==> src/rtl/alu_seq.sv <==
// alu_seq: command FIFO and sequencer feeding a combinational ALU; results returned under valid/ready.
// Optional ALU_SEQ_CARRY_EN: a local WIDTH+1 adder drives out_carry for add commands.
module alu_seq #(
    parameter int WIDTH = 8,
    parameter int FIFO_DEPTH = 4
) (
    input  logic                          clk,
    input  logic                          rst,
    input  logic                          in_valid,
    output logic                          in_ready,
    input  logic [WIDTH-1:0]              in_a,
    input  logic [WIDTH-1:0]              in_b,
    input  logic [7:0]                    in_op,
    output logic [WIDTH-1:0]              alu_a,
    output logic [WIDTH-1:0]              alu_b,
    output logic [7:0]                    alu_op,
    input  logic [2*WIDTH-1:0]            alu_c,
    output logic                          out_valid,
    input  logic                          out_ready,
    output logic [2*WIDTH-1:0]            out_result,
    output logic [7:0]                    out_op,
    output logic                          out_carry,
    output logic [$clog2(FIFO_DEPTH):0]   fifo_count
);
    localparam int AW = $clog2(FIFO_DEPTH);
    typedef enum logic [1:0] {IDLE, EXEC, DONE} state_t;
    state_t state, state_nx;
    logic [WIDTH-1:0] mem_a [FIFO_DEPTH];
    logic [WIDTH-1:0] mem_b [FIFO_DEPTH];
    logic [7:0] mem_op [FIFO_DEPTH];
    logic [AW-1:0] wr_ptr, rd_ptr;
    logic push, pop;
    assign in_ready = fifo_count != (AW+1)'(FIFO_DEPTH);
    assign push = in_valid && in_ready;
    assign out_valid = state == DONE;
    // A pop is the only event that loads the operand registers and enters EXEC.
    always_comb begin
        pop = fifo_count != '0 && (state == IDLE || (state == DONE && out_ready));
        state_nx = pop ? EXEC : state == EXEC ? DONE : (state == DONE && out_ready) ? IDLE : state;
    end
    always_ff @(posedge clk or posedge rst)
        if (rst) state <= IDLE;
        else state <= state_nx;
    always_ff @(posedge clk)
        if (push) begin
            mem_a[wr_ptr] <= in_a;
            mem_b[wr_ptr] <= in_b;
            mem_op[wr_ptr] <= in_op;
        end
    always_ff @(posedge clk or posedge rst)
        if (rst) begin
            wr_ptr <= '0;
            rd_ptr <= '0;
            fifo_count <= '0;
        end else begin
            if (push) wr_ptr <= wr_ptr + 1'b1;
            if (pop) rd_ptr <= rd_ptr + 1'b1;
            fifo_count <= fifo_count + (AW+1)'(push) - (AW+1)'(pop);
        end
    always_ff @(posedge clk or posedge rst)
        if (rst) begin
            alu_a <= '0;
            alu_b <= '0;
            alu_op <= '0;
        end else if (pop) begin
            alu_a <= mem_a[rd_ptr];
            alu_b <= mem_b[rd_ptr];
            alu_op <= mem_op[rd_ptr];
        end
    always_ff @(posedge clk or posedge rst)
        if (rst) begin
            out_result <= '0;
            out_op <= '0;
        end else if (state == EXEC) begin
            out_result <= alu_c;
            out_op <= alu_op;
        end
`ifdef ALU_SEQ_CARRY_EN
    logic [WIDTH:0] sum;
    assign sum = {1'b0, alu_a} + {1'b0, alu_b};
    always_ff @(posedge clk or posedge rst)
        if (rst) out_carry <= 1'b0;
        else if (state == EXEC) out_carry <= alu_op == 8'd0 && sum[WIDTH];
`else
    assign out_carry = 1'b0;
`endif
endmodule

==> config.mk <==
export PLATFORM = sky130hd
export DESIGN_NAME = alu_seq
export DESIGN_NICKNAME = d
export VERILOG_FILES = /design/src/rtl/alu_seq.sv
export SDC_FILE = /design/constraint.sdc
export NUM_CORES = 1
export LEC_CHECK = 0
export BUFFER_PORTS_ARGS = -buffer_cell sky130_fd_sc_hd__buf_2
export CAP_MARGIN = 5
export CORE_MARGIN = 10
export CORE_UTILIZATION = 45
export DETAILED_ROUTE_END_ITERATION = 10
export PLACE_DENSITY_LB_ADDON = 0.08
export SLEW_MARGIN = 20
export SYNTH_ARGS = -nofsm -noshare
export SYNTH_HDL_FRONTEND = slang
export SYNTH_SLANG_ARGS = --single-unit
==> constraint.sdc <==
create_clock -name clk -period 2.35 [get_ports clk]
set_input_delay 0 -clock clk [delete_from_list [all_inputs] [get_ports clk]]
set_output_delay 0 -clock clk [all_outputs]
set_load 0.02 [all_outputs]
-- Word-level counts from Yosys, hierarchy flattened
Memories as Yosys holds them, arrays and structs flattened. A register that Yosys moved wholly into a read port is not among the register bits.
Index checks and enable logic that the tools add are counted.
- equality and inequality tests: 3
- muxes and demuxes: 5
- reductions and logical operators: 7
- add/subtract/negate cells: 4
- operator list (operator ; number):
    two-way mux 2 bit ; 3
    nonzero test 3 bit ; 2
    adder 2 x 1 -> 2 bit (second input constant) ; 2
    adder 3 x 1 -> 3 bit ; 1
    logical AND 1 bit ; 3
    inequality test 3 bit (second input constant) ; 1
    subtractor 3 x 1 -> 3 bit ; 1
    == test 2 x 1 -> 1 bit (second input constant) ; 1
    == test 2 bit (second input constant) ; 1
    logical NOT 2 bit ; 1
    two-way mux 1 bit ; 2
    logical OR 1 bit ; 1
- bits in writable memories: 96
- memories kept: 3
- word-level logic and storage cells: 28
- register bits after elaboration: 33
- memories (memory ; words ; width ; read ports ; clocked after Yosys merged registers in ; wr ports ; RTL line ; text):
    mem_a ; 4 ; 8 ; 1 ; 1 ; 1 ; 28 ; logic [WIDTH-1:0] mem_a [FIFO_DEPTH];
    mem_b ; 4 ; 8 ; 1 ; 1 ; 1 ; 29 ; logic [WIDTH-1:0] mem_b [FIFO_DEPTH];
    mem_op ; 4 ; 8 ; 1 ; 1 ; 1 ; 30 ; logic [7:0] mem_op [FIFO_DEPTH];

-- Logic depth before layout (Yosys ltp)
Gate-level depths: netlist of run 1.
- word-level depth: 5
- gate-level depth with buffers: 10
- mapped depth without buffers: 10

-- Worst setup path after synthesis of run 1
No wires, ideal clock.
- kind: register to register
- start point: register fifo_count[1]
- end point: register fifo_count[2]
- arrival: 2360 ps
- cell stages (with the launch flop): 11
- data required time: 2217 ps
- slack: -143 ps
- library setup time: 133 ps
- path through: dfrtp_1 -> or3b_1 -> and2_4 -> inv_1 -> ha_1 -> inv_1 -> ha_1 -> inv_1 -> fa_1 -> xnor2_1 -> xnor2_1
- longest elaborated chain between the ends: 4
- elaborated cells between the ends (all ways): 6
- classes of those cells: 2 x add/sub; 1 x eq/ne; 3 x reduce/logical
- ends and longest elaborated chain (element ; RTL line ; text):
    start: declaration ; 23 ; output logic [$clog2(FIFO_DEPTH):0] fifo_count
    start signal: assignment ; 58 ; fifo_count <= fifo_count + (AW+1)'(push) - (AW+1)'(pop);
    inequality test 3 bit ; 33 ; assign in_ready = fifo_count != (AW+1)'(FIFO_DEPTH);
    net in_ready ; 10 ; output logic in_ready,
    logical AND 1 bit ; 34 ; assign push = in_valid && in_ready;
    adder 3 x 1 -> 3 bit ; 58 ;
    subtractor 3 x 1 -> 3 bit ; 58 ;
The timed path passes the listed nets, and every way through them passes these cells.
A chain may end at the register's enable or synchronous reset.

-- Worst setup path in the final report of run 1
- start point: register fifo_count[1]
- end point: register fifo_count[2]
- longest elaborated chain between the ends: 4
- elaborated cells between the ends (all ways): 6
- classes of those cells: 2 x add/sub; 1 x eq/ne; 3 x reduce/logical
- ends and longest elaborated chain (element ; RTL line):
    inequality test 3 bit ; 33
    logical AND 1 bit ; 34
    adder 3 x 1 -> 3 bit ; 58
    subtractor 3 x 1 -> 3 bit * ; 58
Mark *: on every way between the ends. The rest lies on a longest branch, timed or not.

==> results of run 1 <==
-- synthesized netlist by cell type, drive strengths merged --
| library cell | n |
|---|---|
| nor3 | 2 |
| xnor2 | 3 |
| a21o | 1 |
| fa | 1 |
| buf | 11 |
| conb | 1 |
| or3b | 1 |
| edfxtp | 96 |
| and2 | 1 |
| nor4b | 1 |
| mux4 | 24 |
| xor2 | 2 |
| or2 | 1 |
| inv | 7 |
| clkbuf | 1 |
| ha | 6 |
| mux2 | 49 |
| dfrtp | 57 |
| and3 | 4 |
| nor2b | 3 |
-- repair_timing --
item / 4_1_cts / 5_1_grt
endpoints found under the hold margin: 171 / 0
setup endpoints to repair: 0 / 1
hold buffers: 43 / 0
resized for setup: 0 / 6
buffers inserted: 0 / 4
-- worst max-delay path, cell delays in order (launching register included) --
cell	delay (ps)
dfrtp_2	410
or3b_4	420
and2_4	160
inv_2	50
ha_4	180
inv_1	50
ha_2	160
inv_2	40
fa_2	390
xnor2_2	150
xnor2_1	120
-- cell families (layout without fill, tap and decap cells) --
| logic type | after synthesis | count (layout) | share of synthesized area, % |
|---|---|---|---|
| flops | 153 | 153 | 73.25 |
| mux | 73 | 73 | 20.10 |
| buf+inv | 19 | 192 | 2.318 |
| simple gates | 13 | 13 | 1.786 |
| fa+ha+maj | 7 | 7 | 1.616 |
| xor+xnor | 5 | 5 | 0.7445 |
| other cells | 1 | 1 | 0.06374 |
| compound gates | 1 | 1 | 0.1277 |
-- per-layer routing --
layer / track usage (%) / share of wire, % / up-vias
met5: 0 / 0 / -
li1: - / - / 1381
met2: 20.52 / 49 / 92
met4: 5.441 / 1.5 / 0
met1: 14.86 / 42 / 1495
met3: 5.265 / 7.2 / 16
-- final timing paths --
check | from | end | slack [ps] | cells past startpoint
worst max register to register | fifo_count[1] | fifo_count[2] | 100 | 10
worst max-delay path | fifo_count[1] | fifo_count[2] | 100 | 10
max in group asynchronous | rst | rd_ptr[0] | 1450 | 4
worst min-delay path | in_b[0] | mem_b[2][0] | 330 | 2
worst min register to register | out_op[0] | out_op[0] | 500 | 1
min in group asynchronous | rst | alu_a[4] | 360 | 4
-- report_power, final --
group	switching [W]	internal [W]	leakage, nW
Combinational	0.00185	0.00185	1.23
Sequential	0.000409	0.00378	1.54
Clock	0.000953	0.00136	0.250
Total	0.00322	0.00699	3.02
-- stage by stage --
stage          area (um^2)  power, W  hold slack [ps]  std cells  setup WS [ps]
2_1_floorplan         5894  0.006850            98.87        272          17.84
3_3_place_gp          6571  0.007817            211.7        538          94.03
3_5_place_dp          6571  0.007900            218.1        538          38.88
4_1_cts               7501   0.01029            320.7        613          27.14
5_1_grt               7556   0.01084            329.2        617         -3.236
6_report              7556   0.01020            334.6        617          101.5
-- flip-flops by register name (all words and copies together) (netlist names) --
signal / cells
rd_ptr: 2
state: 2
mem_op: 32
alu_b: 8
wr_ptr: 2
alu_op: 8
alu_a: 8
out_op: 8
mem_a: 32
out_result: 16
fifo_count: 3
mem_b: 32
-- layout by cell type (no fill, tap or decap), types with 2 or more instances in the layout --
| master | count |
|---|---|
| ha_1 | 4 |
| and3_1 | 4 |
| dfrtp_1 | 53 |
| xor2_1 | 2 |
| mux2_4 | 18 |
| mux4_1 | 6 |
| inv_1 | 4 |
| clkbuf_16 | 17 |
| buf_2 | 96 |
| dlygate4sd3_1 | 43 |
| mux4_2 | 18 |
| dfrtp_2 | 4 |
| inv_2 | 3 |
| clkbuf_1 | 8 |
| xnor2_1 | 2 |
| mux2_2 | 31 |
| buf_4 | 13 |
| clkinv_2 | 6 |
| edfxtp_1 | 96 |
-- layout make-up --
class	count	area (um^2)	area share (%)
Sequential cell	153	4314	57.10
Multi-Input combinational cell	100	1473	19.49
Timing Repair Buffer	153	1028	13.61
Clock buffer	26	469.2	6.210
Tap cell	172	215.2	2.848
Clock inverter	6	30.03	0.3974
Inverter	7	26.28	0.3477
==> run_results.csv, run 1 <==
group,metric,value,unit
status,result_of_the_run,"complete, no violations",
power_and_ir_drop,largest_vdd_supply_drop,0.4900,mV
detailed_routing,route.detailed.drc,0,
final_layout,post_route_cells_drive_above_1_share,49.21,%
final_layout,postLayoutCoreUtil,59.39,%
floorplan,coreArea,12720,um^2
floorplan,std_cell_rows,41,
worst_setup_path,timing_worst_setup_path_type,"flop to flop",
synth,postSynthRegisterBits,153,
final_layout,filler_cell_count,995,
clocking,htree_num_levels,4,
worst_setup_path,timing.critical_path.required,2650,ps
detailed_routing,wl_per_cell,17.88,um
global_routing,antenna_found_initial,0,
global_routing,global_route_wire_length_before_repair,17680,um
worst_setup_path,timing.critical_path.from_type,"flop",
synth,syn_nets,323,
worst_setup_path,timing.critical_path.arrival,2540,ps
placed_design,io_buffer_count,96,
sta,worst-slew-pin-transition,763.1,ps
worst_setup_path,crit_path_max_fanout,5,
synth,ys_top_cells_by_area,"edfxtp_1, dfrtp_1, mux4_2",
sta,finalSetupViolations,0,
worst_setup_path,worst_setup_path_end_kind,"flop",
clocking,clk_latency,410,ps
synth,synth.largest_area_cell,"edfxtp_1",
min_path,min-delay-path-class,"input pin to flop",
detailed_routing,detailroute.via_count,2984,
power_and_ir_drop,p_leak,3.022,nW
final_layout,synthToLayoutAreaGrowth,28.43,%
detailed_routing,route.final.wire_length,11030,um
power_and_ir_drop,cellPowerDensity,1351,nW/um^2
clocking,clock_sinks,153,
clocking,cts-buffers-inserted,17,
synth,post_synth.cell_area_avg,21.63,um^2
synth,yosysUniqueCellTypes,27,
clocking,clk_transition_reported_paths,60,ps
clocking,ctsLongestPathBuffers,2,
sta,final-hold-violation-count,0,
final_layout,insertedDiodeCount,0,
detailed_routing,ant_nets,0,
synth,yosys_warnings,0,
floorplan,floorplan.die.width,134.3,um
synth,ys_seq_area_share,73.25,%
sta,period_share,95.68,%
sta,period_minus_slack,2249,ps
final_layout,layout.nets,483,
floorplan,fp.dieArea,18050,um^2
sta,clock_skew,5.788,ps
clocking,cts-root-buf,"clkbuf_16",
global_routing,grt.total_usage,12.81,%
detailed_routing,drt_iter0_drc,131,
detailed_routing,route.detailed.vias_per_inst,4.836,
floorplan,floorplan.initialDensity,46.24,%
detailed_routing,drt_first_pass_iters,4,
sta,drv_slew,0,
sta,fin_tns_setup,0,ps
synth,synth_cells,272,
global_routing,gr-total-overflow,0,
sta,slew_headroom,49.13,%
global_routing,first_global_vias,3305,
floorplan,fp.dieH,134.3,um
sta,achievable-frequency,0.4447,GHz
clocking,tritoncts,"yes",
floorplan,pin_count,98,
placed_design,place.detailed.hpwl,6720,um
job,drv.max_cap_violation_count,0,
placed_design,place.gp.congestion,0.6973,
synth,synth_top_cell_area_share,49.00,%
global_routing,pin_count_of_the_biggest_net_entering_global_routing,58,
synth,synth.cell_area,5883,um^2
No activity file was read; power rests on OpenSTA's default activity.
==> run 2, diff against run 1 <==
--- a/config.mk
+++ b/config.mk
@@ -9,8 +9,10 @@
 export CAP_MARGIN = 5
 export CORE_MARGIN = 10
 export CORE_UTILIZATION = 45
+export CTS_CLUSTER_SIZE = 28
 export DETAILED_ROUTE_END_ITERATION = 10
 export PLACE_DENSITY_LB_ADDON = 0.08
+export REMOVE_ABC_BUFFERS = 1
 export SLEW_MARGIN = 20
 export SYNTH_ARGS = -nofsm -noshare
 export SYNTH_HDL_FRONTEND = slang
==> run_results.csv, run 2 (synthesis results as in run 1) <==
group,metric,value,unit
worst_setup_path,cp_num_buf_inv,3,
detailed_routing,wl_per_cell,17.77,um
power_and_ir_drop,power.total,0.01060,W
clocking,clk_transition_reported_paths,60,ps
floorplan,fp.dieH,134.3,um
floorplan,floorplan.initialDensity,46.24,%
sta,slew_headroom,49.47,%
worst_setup_path,timing.critical_path.from_type,"flop",
placed_design,place.gp.congestion,0.6854,
global_routing,pin_count_of_the_biggest_net_entering_global_routing,32,
worst_setup_path,worst_path_most_repeated_cell,"inv_1",
detailed_routing,route.detailed.drc,0,
detailed_routing,drt_iter0_drc,96,
floorplan,std_cell_rows,41,
clocking,tritoncts,"yes",
final_layout,insertedDiodeCount,0,
detailed_routing,ant_nets,0,
power_and_ir_drop,p_leak,3.063,nW
power_and_ir_drop,cellPowerDensity,1381,nW/um^2
final_layout,layout_top_registers,"mem_a x32, mem_b x32, mem_op x32",
global_routing,gr-total-overflow,0,
global_routing,first_global_vias,3358,
detailed_routing,drt_first_pass_iters,4,
floorplan,floorplan.die.width,134.3,um
floorplan,pin_count,98,
sta,period_minus_slack,2246,ps
clocking,ctsLongestPathBuffers,2,
detailed_routing,route.detailed.vias_per_inst,4.863,
status,result_of_the_run,"complete, no violations",
final_layout,postLayoutCoreUtil,60.35,%
global_routing,antenna_found_initial,0,
final_layout,synthToLayoutAreaGrowth,30.50,%
placed_design,io_buffer_count,96,
sta,clock_skew,7.658,ps
sta,finalSetupViolations,0,
sta,drv_slew,0,
final_layout,final_cell_mix,"buf_2, edfxtp_1, dfrtp_1, dlygate4sd3_1, mux2_2",
clocking,clock_sinks,153,
worst_setup_path,timing.critical_path.arrival,2550,ps
final_layout,layout.nets,481,
clocking,clk_latency,420,ps
sta,whs,223.8,ps
detailed_routing,route.final.wire_length,10930,um
clocking,cts-root-buf,"clkbuf_16",
clocking,htree_num_levels,4,
clocking,post-cts-setup-buffers,0,
floorplan,coreArea,12720,um^2
worst_setup_path,cells_along_the_critical_path,"or3b_4 > and2_4 > inv_1 > ha_1 > inv_1 > ha_1 > inv_1 > fa_2 > xnor2_2 > xnor2_1",
worst_setup_path,critical_path.top_delay_family,"adder cells",
worst_setup_path,timing.critical_path.required,2650,ps
job,drv.max_cap_violation_count,0,
global_routing,global_route_wire_length_before_repair,17840,um
placed_design,place.detailed.hpwl,7107,um
sta,period_share,95.59,%
placed_design,worst_setup_slack_after_placement,91.60,ps
worst_setup_path,crit_path_max_fanout,4,
worst_setup_path,timing.critical_path.slowest_cell_delay,420,ps
sta,final-hold-violation-count,0,
sta,layout_setup_ws,103.7,ps
worst_setup_path,setup.reg_to_reg.worst_slack,100,ps
floorplan,fp.dieArea,18050,um^2
sta,achievable-frequency,0.4452,GHz
worst_setup_path,crit_path_top_delay_cell,"dfrtp_1",
detailed_routing,detailroute.via_count,2991,
final_layout,post_route_cells_drive_above_1_share,48.31,%
worst_setup_path,worst_setup_path_end_kind,"flop",
min_path,min-delay-path-class,"input pin to async pin",
sta,worst-slew-pin-transition,758.0,ps
clocking,cts-buffers-inserted,17,
global_routing,grt.total_usage,12.81,%
worst_setup_path,timing_worst_setup_path_type,"flop to flop",
power_and_ir_drop,largest_vdd_supply_drop,0.7799,mV
[run 2: cell count changes in the layout (fill, tap and decap cells not counted), sizes merged]
cell / previous run / this run
buf: 110 / 108
clkinv: 6 / 4
clkbuf: 26 / 20
bufinv: 0 / 3
clkinvlp: 0 / 5
[run 2: stage by stage]
| step | TNS (ps) | cells | instance area (um^2) |
|---|---|---|---|
| CTS | 0 | 615 | 7665 |
| finish | 0 | 615 | 7677 |
| global placement | 0 | 540 | 6638 |
| detailed placement | 0 | 540 | 6638 |
| floorplan | -1124 | 260 | 5773 |
| global route | -16.18 | 615 | 7677 |
[run 2: layout make-up]
cell class / instances / area, um^2
clock buffers: 20 / 446.7
clock inverters: 12 / 150.1
fillers: 987 / 5045
inverters: 7 / 26.28
multi-input cells: 100 / 1453
flip-flops and latches: 153 / 4310
well taps: 172 / 215.2
repair buffers: 151 / 1076
[run 2: metal layers]
layer  up-vias  global-route usage, %  share of wire [%]
li1       1377                      -                  -
met1      1506                  14.82                 43
met2        89                  20.93                 49
met3        19                  4.817                6.3
met4         0                  5.441                1.7
met5         -                      0                  0
[run 2: path summary, 6_finish.rpt]
kind	from	endpoint	cells after the start
setup / recovery	fifo_count[2]	fifo_count[2]	10
hold / removal	rst	out_result[9]	3
setup reg to reg	fifo_count[2]	fifo_count[2]	10
hold reg to reg	out_result[1]	out_result[1]	1
max in group asynchronous	rst	out_op[2]	4
min in group clk	in_op[1]	mem_op[3][1]	2
[run 2: where the power goes]
group          internal [W]  total [W]  switching (W)  leakage (nW)
Sequential          0.00377    0.00422       0.000446          1.54
Clock               0.00169    0.00269       0.000998         0.276
Combinational       0.00188    0.00370        0.00182          1.24
[run 2: worst min-delay path, delay by kind of cell]
kind | cells | cell delay, ps
buffers and inverters | 3 | 1110
[run 2: what timing repair did]
action	4_1_cts	5_1_grt
hold endpoints to repair	140	0
setup endpoints to repair	0	1
resized for setup	0	3
hold buffers	43	0
==> run 3, diff against run 2 <==
--- a/config.mk
+++ b/config.mk
@@ -8,7 +8,7 @@
 export BUFFER_PORTS_ARGS = -buffer_cell sky130_fd_sc_hd__buf_2
 export CAP_MARGIN = 5
 export CORE_MARGIN = 10
-export CORE_UTILIZATION = 45
+export CORE_UTILIZATION = 37
 export CTS_CLUSTER_SIZE = 28
 export DETAILED_ROUTE_END_ITERATION = 10
 export PLACE_DENSITY_LB_ADDON = 0.08
==> constraint.sdc (replaced) <==
create_clock -name clk -period 2 [get_ports clk]
set_input_delay 0 -clock clk [delete_from_list [all_inputs] [get_ports clk]]
set_output_delay 0 -clock clk [all_outputs]
set_load 0.02 [all_outputs]
==> run_results.csv, run 3 (synthesis results as in run 1) <==
group,metric,value,unit
worst_setup_path,timing.critical_path.slowest_cell_delay,390,ps
floorplan,fp.dieH,146.1,um
sta,layout_setup_ws,-144.8,ps
worst_setup_path,timing_worst_setup_path_type,"flop to flop",
detailed_routing,drt_iter0_drc,98,
placed_design,io_buffer_count,96,
placed_design,place.gp.congestion,0.6600,
global_routing,first_global_vias,3337,
final_layout,synthToLayoutAreaGrowth,31.28,%
worst_setup_path,timing.critical_path.arrival,2430,ps
clocking,clk_transition_reported_paths,50,ps
sta,slew_headroom,52.00,%
floorplan,floorplan.die.width,146.1,um
sta,whs,136.7,ps
final_layout,layout.nets,484,
sta,drv_slew,0,
final_layout,filler_cell_count,1346,
sta,period_share,107.2,%
clocking,tritoncts,"yes",
worst_setup_path,critical_path_depth,10,
worst_setup_path,worst_setup_path_end_kind,"flop",
placed_design,dpl_cell_area,6670,um^2
final_layout,layout_top_registers,"mem_a x32, mem_b x32, mem_op x32",
job,drv.max_cap_violation_count,0,
floorplan,std_cell_rows,46,
power_and_ir_drop,largest_vdd_supply_drop,0.5681,mV
worst_setup_path,critical_path.top_delay_family,"adder cells",
global_routing,gr-total-overflow,0,
floorplan,coreArea,15710,um^2
sta,finalSetupViolations,2,
floorplan,pin_count,98,
final_layout,insertedDiodeCount,0,
worst_setup_path,timing.critical_path.required,2290,ps
global_routing,pin_count_of_the_biggest_net_entering_global_routing,27,
sta,clock_skew,5.950,ps
floorplan,floorplan.initialDensity,37.44,%
detailed_routing,route.detailed.drc,0,
detailed_routing,route.final.wire_length,11350,um
worst_setup_path,crit_path_top_delay_cell,"or3b_1",
clocking,clock_sinks,153,
worst_setup_path,reg2reg_depth,10,
global_routing,global_route_wire_length_before_repair,18590,um
sta,worst-slew-pin-transition,720.0,ps
power_and_ir_drop,cellPowerDensity,1621,nW/um^2
sta,final-hold-violation-count,0,
worst_setup_path,cells_along_the_critical_path,"or3b_1 > and2_4 > inv_2 > ha_4 > inv_4 > ha_4 > inv_2 > fa_2 > xnor2_2 > xnor2_1",
global_routing,grt.total_usage,11.22,%
detailed_routing,drt_first_pass_iters,4,
sta,achievable-frequency,0.4662,GHz
clocking,htree_num_levels,4,
clocking,cts-root-buf,"clkbuf_16",
detailed_routing,route.detailed.vias_per_inst,4.479,
global_routing,antenna_found_initial,0,
final_layout,post_route_cells_drive_above_1_share,50.90,%
final_layout,final_cell_area,7724,um^2
sta,period_minus_slack,2145,ps
clocking,cts-buffers-inserted,17,
placed_design,worst_setup_slack_after_placement,-209.0,ps
sta,grt_setup_unrepaired,"true",
status,result_of_the_run,"finished, violations left",
detailed_routing,wl_per_cell,17.15,um
placed_design,place.detailed.hpwl,7036,um
clocking,ctsLongestPathBuffers,2,
worst_setup_path,crit_path_max_fanout,2,
worst_setup_path,timing.critical_path.from_type,"flop",
detailed_routing,detailroute.via_count,2965,
power_and_ir_drop,p_leak,3.069,nW
clocking,clk_latency,410,ps
worst_setup_path,cp_num_buf_inv,3,
min_path,min-delay-path-class,"input pin to async pin",
final_layout,final_cell_mix,"buf_2, edfxtp_1, dfrtp_1, dlygate4sd3_1, mux2_2",
floorplan,fp.dieArea,21340,um^2
detailed_routing,ant_nets,0,
status,violated_checks,"negative setup slack",
==> run 3: layout make-up <==
type | count | area, um^2 | share of cell area [%]
Multi-Input combinational cell | 100 | 1485 | 19.23
Clock inverter | 9 | 95.09 | 1.231
Inverter | 7 | 28.78 | 0.3726
Tap cell | 216 | 270.3 | 3.499
Clock buffer | 23 | 488.0 | 6.318
Timing Repair Buffer | 154 | 1046 | 13.54
Sequential cell | 153 | 4310 | 55.81
==> run 3: where the power goes <==
part / switching, W / internal (W) / total, W
clock network: 0.00115 / 0.00195 / 0.00310
registers: 0.000397 / 0.00444 / 0.00483
logic: 0.00233 / 0.00226 / 0.00459
total: 0.00387 / 0.00865 / 0.0125
==> run 3: worst paths after layout <==
kind | start | to | slack [ps]
setup / recovery | fifo_count[1] | fifo_count[2] | -140
hold / removal | rst | out_result[3] | 140
setup reg to reg | fifo_count[1] | fifo_count[2] | -140
hold reg to reg | out_result[9] | out_result[9] | 500
max in group asynchronous | rst | rd_ptr[0] | 1170
min in group clk | in_valid | wr_ptr[0] | 150
==> run 3: metal layers <==
metal | up-vias | wire length, um | global-route usage, % | part of all wire (%)
li1 | 1378 | - | - | -
met1 | 1482 | 5107 | 13.75 | 45
met2 | 92 | 5479 | 17.96 | 48
met3 | 13 | 594 | 3.554 | 5.2
met4 | 0 | 174 | 4.805 | 1.5
met5 | - | 0 | 0 | 0
==> run 3: worst register-to-register path: stages (launching register included) <==
cell and delay [ps]:
dfrtp_1 370, or3b_1 390, and2_4 150, inv_2 60, ha_4 190, inv_4 50
ha_4 120, inv_2 30, fa_2 370, xnor2_2 160, xnor2_1 130
==> run 3: what timing repair did <==
item	in CTS	in global routing
pin swaps	7	4
hold endpoints to repair	129	0
gates cloned	0	0
resized for setup	10	1
setup buffers	1	0
endpoints found under the setup margin	2	2
hold buffers	42	0
==> run 3: stage by stage <==
step	utilization, %	power [W]	instances	TNS, ps
2_1_floorplan	-	0.007834	260	-6700
3_3_place_gp	42.45	0.009345	587	-207.4
3_5_place_dp	42.45	0.009403	587	-259.4
4_1_cts	49.12	0.01274	662	-252.0
5_1_grt	49.16	0.01328	662	-333.7
6_report	49.16	0.01252	662	-176.6
